File: src/rtl/alu_pkg.sv
// Shared opcode constants and FSM state encoding for the execute-stage ALU.
package alu_pkg;

    // Alu_Control encodings produced by the ALU decoder
    localparam logic [2:0] ALU_AND = 3'b000;
    localparam logic [2:0] ALU_OR  = 3'b001;
    localparam logic [2:0] ALU_ADD = 3'b010;
    localparam logic [2:0] ALU_SUB = 3'b100;
    localparam logic [2:0] ALU_SLT = 3'b110;
    localparam logic [2:0] ALU_MUL = 3'b101;

    // Control FSM states of the execute unit
    typedef enum logic [1:0] {
        IDLE    = 2'd0,
        MUL_RUN = 2'd1,
        DONE    = 2'd2
    } alu_state_t;

endpackage

File: src/rtl/shift_add_multiplier.sv
// Iterative shift-add multiplier: one partial-product step per cycle for WIDTH cycles.
// Produces the low WIDTH bits of the product, which are the same for signed and unsigned operands.
module shift_add_multiplier #(
    parameter int WIDTH = 32
) (
    input  logic             CLK,
    input  logic             RST,
    input  logic             load,
    input  logic [WIDTH-1:0] SrcA,
    input  logic [WIDTH-1:0] SrcB,
    output logic             busy,
    output logic             last,
    output logic [WIDTH-1:0] product
);
    localparam int CNT_W = $clog2(WIDTH) + 1;

    logic [WIDTH-1:0] r_acc;
    logic [WIDTH-1:0] r_mcand;
    logic [WIDTH-1:0] r_mplier;
    logic [CNT_W-1:0] r_count;
    logic [WIDTH-1:0] w_addend;
    logic [WIDTH-1:0] w_acc_next;

    assign w_addend   = r_mplier[0] ? r_mcand : '0;
    assign w_acc_next = r_acc + w_addend;

    // product is the accumulator including the current step, so the final
    // value is available in the same cycle the last iteration runs
    assign product = w_acc_next;
    assign busy    = (r_count != '0);
    assign last    = (r_count == CNT_W'(1));

    // Load operands on request, then shift-add once per cycle until the count expires
    always_ff @(posedge CLK or posedge RST) begin
        if (RST) begin
            r_acc    <= '0;
            r_mcand  <= '0;
            r_mplier <= '0;
            r_count  <= '0;
        end else if (load) begin
            r_acc    <= '0;
            r_mcand  <= SrcA;
            r_mplier <= SrcB;
            r_count  <= CNT_W'(WIDTH);
        end else if (r_count != '0) begin
            r_acc    <= w_acc_next;
            r_mcand  <= r_mcand << 1;
            r_mplier <= r_mplier >> 1;
            r_count  <= r_count - CNT_W'(1);
        end
    end

endmodule

File: src/rtl/alu_exec_unit.sv
// Execute-stage ALU: single-cycle logic/arith ops plus a WIDTH-cycle iterative multiply.
// Busy/Stall let the hazard unit freeze the pipeline while a multiply is in flight.
module alu_exec_unit
    import alu_pkg::*;
#(
    parameter int WIDTH = 32
) (
    input  logic             CLK,
    input  logic             RST,
    input  logic             Start,
    input  logic [2:0]       Alu_Control,
    input  logic [WIDTH-1:0] SrcA,
    input  logic [WIDTH-1:0] SrcB,
    output logic [WIDTH-1:0] Alu_Result,
    output logic             Zero,
    output logic             Busy,
    output logic             Done,
    output logic             Stall
);
    alu_state_t       r_state;
    alu_state_t       w_state_next;
    logic [WIDTH-1:0] r_result;
    logic             r_zero;
    logic [WIDTH-1:0] w_alu_result;
    logic             w_accept;
    logic             w_take;
    logic             w_is_mul;
    logic             w_load_mul;
    logic             w_mul_busy;
    logic             w_mul_last;
    logic [WIDTH-1:0] w_mul_product;

    assign w_accept   = (r_state == IDLE) || (r_state == DONE);
    assign w_take     = w_accept & Start;
    assign w_is_mul   = (Alu_Control == ALU_MUL);
    assign w_load_mul = w_take & w_is_mul;

    shift_add_multiplier #(
        .WIDTH (WIDTH)
    ) u_mul (
        .CLK     (CLK),
        .RST     (RST),
        .load    (w_load_mul),
        .SrcA    (SrcA),
        .SrcB    (SrcB),
        .busy    (w_mul_busy),
        .last    (w_mul_last),
        .product (w_mul_product)
    );

    // Single-cycle datapath; reserved codes evaluate to zero
    always_comb begin
        w_alu_result = '0;
        case (Alu_Control)
            ALU_AND: w_alu_result = SrcA & SrcB;
            ALU_OR:  w_alu_result = SrcA | SrcB;
            ALU_ADD: w_alu_result = SrcA + SrcB;
            ALU_SUB: w_alu_result = SrcA - SrcB;
            ALU_SLT: w_alu_result = {{(WIDTH-1){1'b0}}, ($signed(SrcA) < $signed(SrcB))};
            default: w_alu_result = '0;
        endcase
    end

    // Next-state logic: DONE accepts a new op exactly like IDLE does
    always_comb begin
        w_state_next = r_state;
        case (r_state)
            IDLE: begin
                if (Start) w_state_next = w_is_mul ? MUL_RUN : DONE;
            end
            MUL_RUN: begin
                if (w_mul_last) w_state_next = DONE;
            end
            DONE: begin
                if (Start) w_state_next = w_is_mul ? MUL_RUN : DONE;
                else       w_state_next = IDLE;
            end
            default: w_state_next = IDLE;
        endcase
    end

    // State register
    always_ff @(posedge CLK or posedge RST) begin
        if (RST) r_state <= IDLE;
        else     r_state <= w_state_next;
    end

    // Result/Zero registers update only when an op completes
    always_ff @(posedge CLK or posedge RST) begin
        if (RST) begin
            r_result <= '0;
            r_zero   <= 1'b1;
        end else if (w_take && !w_is_mul) begin
            r_result <= w_alu_result;
            r_zero   <= (w_alu_result == '0);
        end else if ((r_state == MUL_RUN) && w_mul_last) begin
            r_result <= w_mul_product;
            r_zero   <= (w_mul_product == '0);
        end
    end

    assign Alu_Result = r_result;
    assign Zero       = r_zero;
    assign Busy       = (r_state == MUL_RUN) & w_mul_busy;
    assign Done       = (r_state == DONE);
    assign Stall      = Busy | w_load_mul;

endmodule

File: config.mk
export PLATFORM = sky130hd
export DESIGN_NAME = alu_exec_unit
export DESIGN_NICKNAME = d
export VERILOG_FILES = /design/src/rtl/alu_pkg.sv /design/src/rtl/shift_add_multiplier.sv /design/src/rtl/alu_exec_unit.sv
export SDC_FILE = /design/constraint.sdc
export NUM_CORES = 1
export LEC_CHECK = 0
export CAP_MARGIN = 20
export CORE_MARGIN = 2
export CORE_UTILIZATION = 50
export CTS_CLUSTER_DIAMETER = 200
export DETAILED_ROUTE_END_ITERATION = 10
export DONT_BUFFER_PORTS = 1
export RECOVER_POWER = 25
export SLEW_MARGIN = 10
export SYNTH_ARGS = -nofsm -noshare
export SYNTH_HDL_FRONTEND = slang
export SYNTH_SLANG_ARGS = --single-unit
File: constraint.sdc
create_clock -name CLK -period 7.8 [get_ports CLK]
set_clock_uncertainty 0.2 [all_clocks]
set_input_delay 0.39 -clock CLK [delete_from_list [all_inputs] [get_ports CLK]]
set_output_delay 0.39 -clock CLK [all_outputs]
set_load 0.01 [all_outputs]
==> results.ini, run 1 <==
[pwr]
power_mw = 4.55
p_leak_nw = 6.59
seq_power_share_pct = 28.2
peakVddDrop_v = 0.000209
combinationalPowerShare_pct = 53.8
p_clk_share_pct = 18.0
p_int_mw = 2.45
power.switching_mw = 2.11
p_sw_share_pct = 46.3
p_per_area_nw_per_um2 = 319

[clock_network]
cts_made_buffers = 17
htreeDepth = 4
clock_path_buffers = 2
clock_sinks = 137
cts_root_buffer = clkbuf_16
clkLatencyLatePin_ns = 0.43
cts_setup_buffers = 0
cts_tree = done
clkTransAtPathRegs_ns = 0.06

[critical_path]
critical_path.startpoint_type = input port
cp_top_family = compound AO/OA/AOI/OAI gates
reg2reg_depth = 15
path_buf_inv = 3
required_ns = 7.96
r2r-end = Zero
cp_cell_sequence = dlygate4sd3_1 -> inv_1 -> ha_1 -> inv_1 -> fa_1 -> nor2b_1 -> o311ai_2 -> nand2_1 -> a311oi_1 -> mux2i_1 -> a2111oi_0 -> nand3_1 -> nor3_1 -> nand4_1 -> nor4_1 -> nand4_1 -> o211ai_2
r2r_slack_ns = 3.08
crit_type = in2reg
timing.rr.start = u_mul.r_mplier[0]
critPathCaptureType = flip-flop
worstPathMaxFanout = 4
arrival_ns = 5.05
max_stage_delay_ns = 0.81
cpMaxStageDelayCell = a2111oi_0

[logic_synthesis]
synth_top_cells_by_area = dfrtp_1 (26%), ha_1 (13%), nand2_1 (7.2%)
synth_most_common_cell = nand2_1
synth_top_area_cell = dfrtp_1
avgSynthCellArea_um2 = 7.62
ys_types = 94
synth_edf_count = 0
async_flop_share_pct = 100
ys_ff_latch = 137
syn_area_um2 = 13000
ys.flop_type = dfrtp_1
yosys_warnings = 0
synth_common_cells = nand2_1 (250), nor2_1 (176), dfrtp_1 (136), ha_1 (133), a21oi_1 (129)
synth_top_area_share_pct = 26.2
ys_seq_area_share_pct = 26.4
syn-num-nets = 1910
syn-instance-count = 1704

[floorplanning]
io_pins = 106
initial_core_util_pct = 51.2
core.rowCount = 58
coreArea_um2 = 25300
die_w_um = 165
die_area_um2 = 27300
dieHeight_um = 165

[run_status]
violations = max-capacitance violations, max-slew violations
outcome = finished with violations

[sta]
slew_headroom_pct = -159
slew_violations = 85
fmax_mhz = 204
hold_slack_ns = 0.0131
setup_viol = 0
fin_crit_ns = 4.90
hold_viol = 0
worst_pin_slew_ns = 3.86
rsz0062_at_grt = false
setup_tns_ns = 0
fin_crit_sh_pct = 62.8
fin_ws_ns = 2.90

[hold_path]
worstHoldPathCells = 2
whs_endpoint = u_mul.r_mcand[13]
min_from = SrcA[13]
hold_class = in2reg

[drt]
vias = 12800
initialDrtViolationCount = 1325
drc_errors = 0
routedWlPerCell_um = 21.4
via_per_inst = 6.27
drtAntennaViolNets = 0
dr.pass1.iters = 5
drt_wl_total_um = 43500

[cells_and_area]
multi_input_area_um2 = 8720
n_antenna_cell = 0
drive_gt1_share_pct = 4.98
design_area_um2 = 14300
synthToLayoutAreaGrowth_pct = 9.91
fin_nets = 1900
fill_cells = 2443
seqCellArea_um2 = 3430

[global_routing]
grt_usage_pct = 32.2
grt_pass1_vias = 12200
antenna_found_initial = 0
grt_start_max_net_pins = 88
grt_pass1_wl_um = 68500
grt.overflow.total = 0

[placement]
dp_hpwl_um = 31500
dpl_worst_slack_ns = 3.13
place_area_um2 = 13100
routabilityCongestion = 0.957
io_buffers = 0

[run]
maxCapViolations = 1

## routing by layer
metal,vias to the layer above,track usage [%],wire length [µm]
met5,-,0,0
met4,0,7.19,708
met3,58,5.74,3520
met2,500,50.6,19400
met1,6129,46.1,19800
li1,6071,-,-
## cells in the final DEF, fill, tap and decap left out, types with 16 or more instances in the layout
cell type / netlist / routed
xor2_1: 19 / 19
nand3_1: 29 / 29
dfrtp_1: 136 / 136
o21ai_0: 55 / 55
nor3_1: 36 / 36
a21o_1: 26 / 26
nand4_1: 18 / 18
and2_1: 38 / 37
a21oi_1: 129 / 129
inv_1: 121 / 120
mux2i_1: 30 / 30
ha_1: 133 / 133
dlygate4sd3_1: 0 / 56
nand2_1: 250 / 248
o221ai_1: 18 / 18
clkbuf_16: 0 / 17
a22oi_1: 24 / 24
a221o_1: 20 / 20
a31oi_1: 73 / 73
nor2_1: 176 / 173
xnor2_1: 16 / 16
## power groups by stage
stage          clock network [mW]  registers (mW)  logic [mW]
2_1_floorplan                   0            1.19        1.89
3_3_place_gp                    0            1.29        2.37
3_5_place_dp                    0            1.29        2.39
4_1_cts                     0.825            1.28        2.43
5_1_grt                     0.858            1.32        2.73
6_report                    0.818            1.28        2.45
## metrics by stage
step / cells / utilization [%]
2_1_floorplan: 1704 / -
3_3_place_gp: 1949 / 51.9
3_5_place_dp: 1949 / 51.9
4_1_cts: 2036 / 56.3
5_1_grt: 2036 / 56.3
6_report: 2036 / 56.3
## worst max path at each step
stage	depth (start not counted)	to	start	slack [ns]
after global routing	17	Zero	SrcA[0]	2.58
final	17	Zero	SrcA[0]	2.90
after floorplan	1	Alu_Result[0]	RST	3.54
after CTS	17	Zero	SrcA[0]	2.95
after detailed placement	16	Zero	SrcA[0]	3.13
after global placement	16	Zero	SrcA[0]	3.13
## cells by family after synthesis
group,after synthesis,share of synthesized area (%)
AOI/OAI and AO/OA,509,26.8
xor gates and xnor gates,35,2.36
adders and majority gates,136,13.3
buffers and inverters,226,6.64
DFF,137,26.4
muxes,30,2.31
and+or+nand+nor,631,22.2
## cell type report
type | count | share of cell area, %
multi-input cells | 1341 | 61.1
repair buffers | 68 | 4.56
clock inverters | 14 | 0.974
inverters | 129 | 3.40
flip-flops and latches | 137 | 24.0
well taps | 330 | 2.89
clock buffers | 17 | 2.98
## registers in the layout (all words and copies together) (netlist names)
| register | flops |
|---|---|
| u_mul.r_mplier | 32 |
| Alu_Result | 32 |
| Zero | 1 |
| u_mul.r_acc | 32 |
| r_state | 2 |
| u_mul.r_mcand | 32 |
| u_mul.r_count | 6 |
## what timing repair did
action	CTS	global route
hold buffers	56	0
resized for setup	0	0
hold endpoints to repair	137	0
Note: power is estimated with default switching activity, not from simulation.
==> inputs of run 2 (changes only) <==
--- a/config.mk
+++ b/config.mk
@@ -11,6 +11,7 @@
 export CTS_CLUSTER_DIAMETER = 200
 export DETAILED_ROUTE_END_ITERATION = 10
 export DONT_BUFFER_PORTS = 1
+export PLACE_DENSITY = 0.68
 export RECOVER_POWER = 25
 export SLEW_MARGIN = 10
 export SYNTH_ARGS = -nofsm -noshare
==> constraint.sdc (replaced) <==
create_clock -name CLK -period 4.1 [get_ports CLK]
set_clock_uncertainty 0.2 [all_clocks]
set_input_delay 0.205 -clock CLK [delete_from_list [all_inputs] [get_ports CLK]]
set_output_delay 0.205 -clock CLK [all_outputs]
set_load 0.01 [all_outputs]
==> results.ini, run 2 (synthesis gave the netlist of run 1 again) <==
[clock_network]
clock_sinks = 137  ; unchanged
clkTransAtPathRegs_ns = 0.07  ; about the same
clock_path_buffers = 2  ; unchanged
cts_root_buffer = clkbuf_16
cts_tree = done
htreeDepth = 4  ; unchanged
cts_made_buffers = 17  ; unchanged
clkLatencyLatePin_ns = 0.45  ; +0.02 ns

[critical_path]
r2r-end = Zero
r2r_slack_ns = 0.1  ; -2.98 ns
cp_top_family = simple AND/OR/NAND/NOR gates
cp_num_cells = 14  ; -3
arrival_ns = 4.18  ; -0.87 ns
worstPathMaxFanout = 8  ; +4
required_ns = 4.27  ; -3.69 ns
cp_cell_sequence = and2_4 -> ha_1 -> a21o_1 -> a2111o_1 -> a31oi_4 -> a21oi_2 -> a311o_1 -> or3b_1 -> nand2_1 -> xor2_1 -> or4b_4 -> nor4b_4 -> nand4b_1 -> o211ai_2
path_buf_inv = 0  ; -3
crit_type = reg2reg
critical_path.startpoint_type = flip-flop
max_stage_delay_ns = 0.56  ; -0.25 ns
critPathCaptureType = flip-flop
timing.rr.start = u_mul.r_mplier[0]
reg2reg_depth = 14  ; -1
cpMaxStageDelayCell = or4b_4

[run]
maxCapViolations = 1  ; unchanged

[run_status]
violations = max-capacitance violations, max-slew violations
outcome = finished with violations

[drt]
via_per_inst = 6.35  ; +1.3%
drc_errors = 0  ; unchanged
vias = 13400  ; +5.0%
dr.pass1.iters = 6  ; +1
routedWlPerCell_um = 20.8  ; -2.8%
drtAntennaViolNets = 0  ; unchanged
initialDrtViolationCount = 1586  ; +20%
drt_wl_total_um = 43800  ; +0.87%

[cells_and_area]
post-route-util_pct = 59.3  ; +3.0 points
synthToLayoutAreaGrowth_pct = 15.8
final_common_cell = nand2_1
multi_input_area_um2 = 8840  ; +1.4%
drive_gt1_share_pct = 9.48  ; +4.5 points
seqCellArea_um2 = 3430  ; about the same
design_area_um2 = 15000  ; +5.4%
fill_cells = 2352  ; -3.7%
n_antenna_cell = 0  ; unchanged
final_cell_mix = nand2_1 (248), nor2_1 (172), dfrtp_1 (135)
fin_nets = 1975  ; +3.9%

[placement]
routabilityCongestion = 0.960  ; +0.30%
dp_hpwl_um = 31900  ; +1.2%
place_area_um2 = 13600  ; +3.3%
io_buffers = 0  ; unchanged

[sta]
setup_viol = 0  ; unchanged
worst_pin_slew_ns = 1.87  ; -1.99 ns
fin_crit_ns = 4.00
hold_viol = 0  ; unchanged
slew_headroom_pct = -24.7  ; +130 points
fmax_mhz = 250
fin_crit_sh_pct = 97.7
slew_violations = 85  ; unchanged
setup_tns_ns = 0  ; unchanged

[hold_path]
hold_class = in2reg
whs_endpoint = Alu_Result[3]
worstHoldPathCells = 3  ; +1
min_from = Alu_Control[1]

[floorplanning]
core.rowCount = 58  ; unchanged
coreArea_um2 = 25300  ; unchanged
initial_core_util_pct = 51.2  ; unchanged
dieHeight_um = 165  ; unchanged
die_w_um = 165  ; unchanged
io_pins = 106  ; unchanged
die_area_um2 = 27300  ; unchanged

[global_routing]
antenna_found_initial = 0  ; unchanged
grt_start_max_net_pins = 88  ; unchanged
grt_pass1_vias = 12500  ; +2.4%
grt.overflow.total = 0  ; unchanged
grt_usage_pct = 31.9  ; -0.28 points
grt_pass1_wl_um = 67900  ; -0.87%

[pwr]
seq_power_share_pct = 25.9  ; -2.3 points
p_leak_nw = 6.97  ; +5.8%
power.switching_mw = 4.21  ; +100%
p_sw_share_pct = 44.8  ; -1.5 points
p_per_area_nw_per_um2 = 625  ; +96%
peakVddDrop_v = 0.000352  ; +69%
combinationalPowerShare_pct = 56.8  ; +3.0 points
p_int_mw = 5.19  ; +110%
p_clk_share_pct = 17.3  ; -0.7 points

==> run 2: changes by cell type in the layout (fill, tap and decap cells not counted), sizes merged <==
cell | previous run | this run
clkinv | 4 | 3
clkinvlp | 3 | 4
bufinv | 1 | 2
dlygate4sd3 | 56 | 68
inv | 135 | 134
buf | 12 | 75
clkbuf | 17 | 18
==> run 2: repair_timing <==
| action | in CTS | in global routing |
|---|---|---|
| hold buffers | 68 | 0 |
| pin swaps | 2 | 17 |
| endpoints found under the hold margin | 148 | 0 |
| setup buffers | 1 | 4 |
| resized for setup | 2 | 22 |
| endpoints found under the setup margin | 1 | 1 |
==> run 2: per-stage QoR <==
step	total power, mW	worst slack (ns)	hold WS [ns]	std cells
finish	9.40	0.0954	0.0229	2112
global route	10.1	-0.0616	0.0519	2112
CTS	9.08	0.0265	0.0202	2108
detailed placement	7.35	-0.0849	0.0747	2007
global placement	7.26	0.0131	0.0632	2007
floorplan	5.87	0.0288	0.169	1704
==> run 2: routing by layer <==
metal / share of wire, % / track usage, % / vias up
met5: 0 / 0 / -
li1: - / - / 6216
met2: 45 / 50.9 / 648
met1: 43 / 43.7 / 6447
met3: 8.8 / 5.87 / 90
met4: 2.7 / 10.3 / 0
==> run 2: worst min-delay path, cell delays in order <==
cell and delay, ns:
nor2_2 0.08, a22oi_1 0.22, o21ai_0 0.10
==> run 2: layout make-up <==
type	instances	area share, %
multi-input cells	1341	58.8
flip-flops and latches	137	22.8
repair buffers	143	8.33
inverters	129	3.25
clock buffers	18	2.92
well taps	330	2.75
clock inverters	14	1.08
==> run 2: power groups by stage <==
stage / clock, mW / combinational (mW) / sequential (mW)
6_report: 1.63 / 5.34 / 2.44
5_1_grt: 1.70 / 5.88 / 2.50
4_1_cts: 1.64 / 5.04 / 2.41
3_5_place_dp: 0 / 4.93 / 2.43
3_3_place_gp: 0 / 4.84 / 2.42
2_1_floorplan: 0 / 3.60 / 2.26
==> run 2: worst max-delay path by stage <==
stage,startpoint,slack [ns],endpoint
floorplan,RST,0.03,Alu_Result[0]
global placement,SrcA[0],0.01,Zero
detailed placement,SrcA[0],-0.08,Zero
CTS,u_mul.r_mplier[0],0.03,Zero
global route,u_mul.r_mplier[0],-0.06,Zero
finish,u_mul.r_mplier[0],0.1,Zero
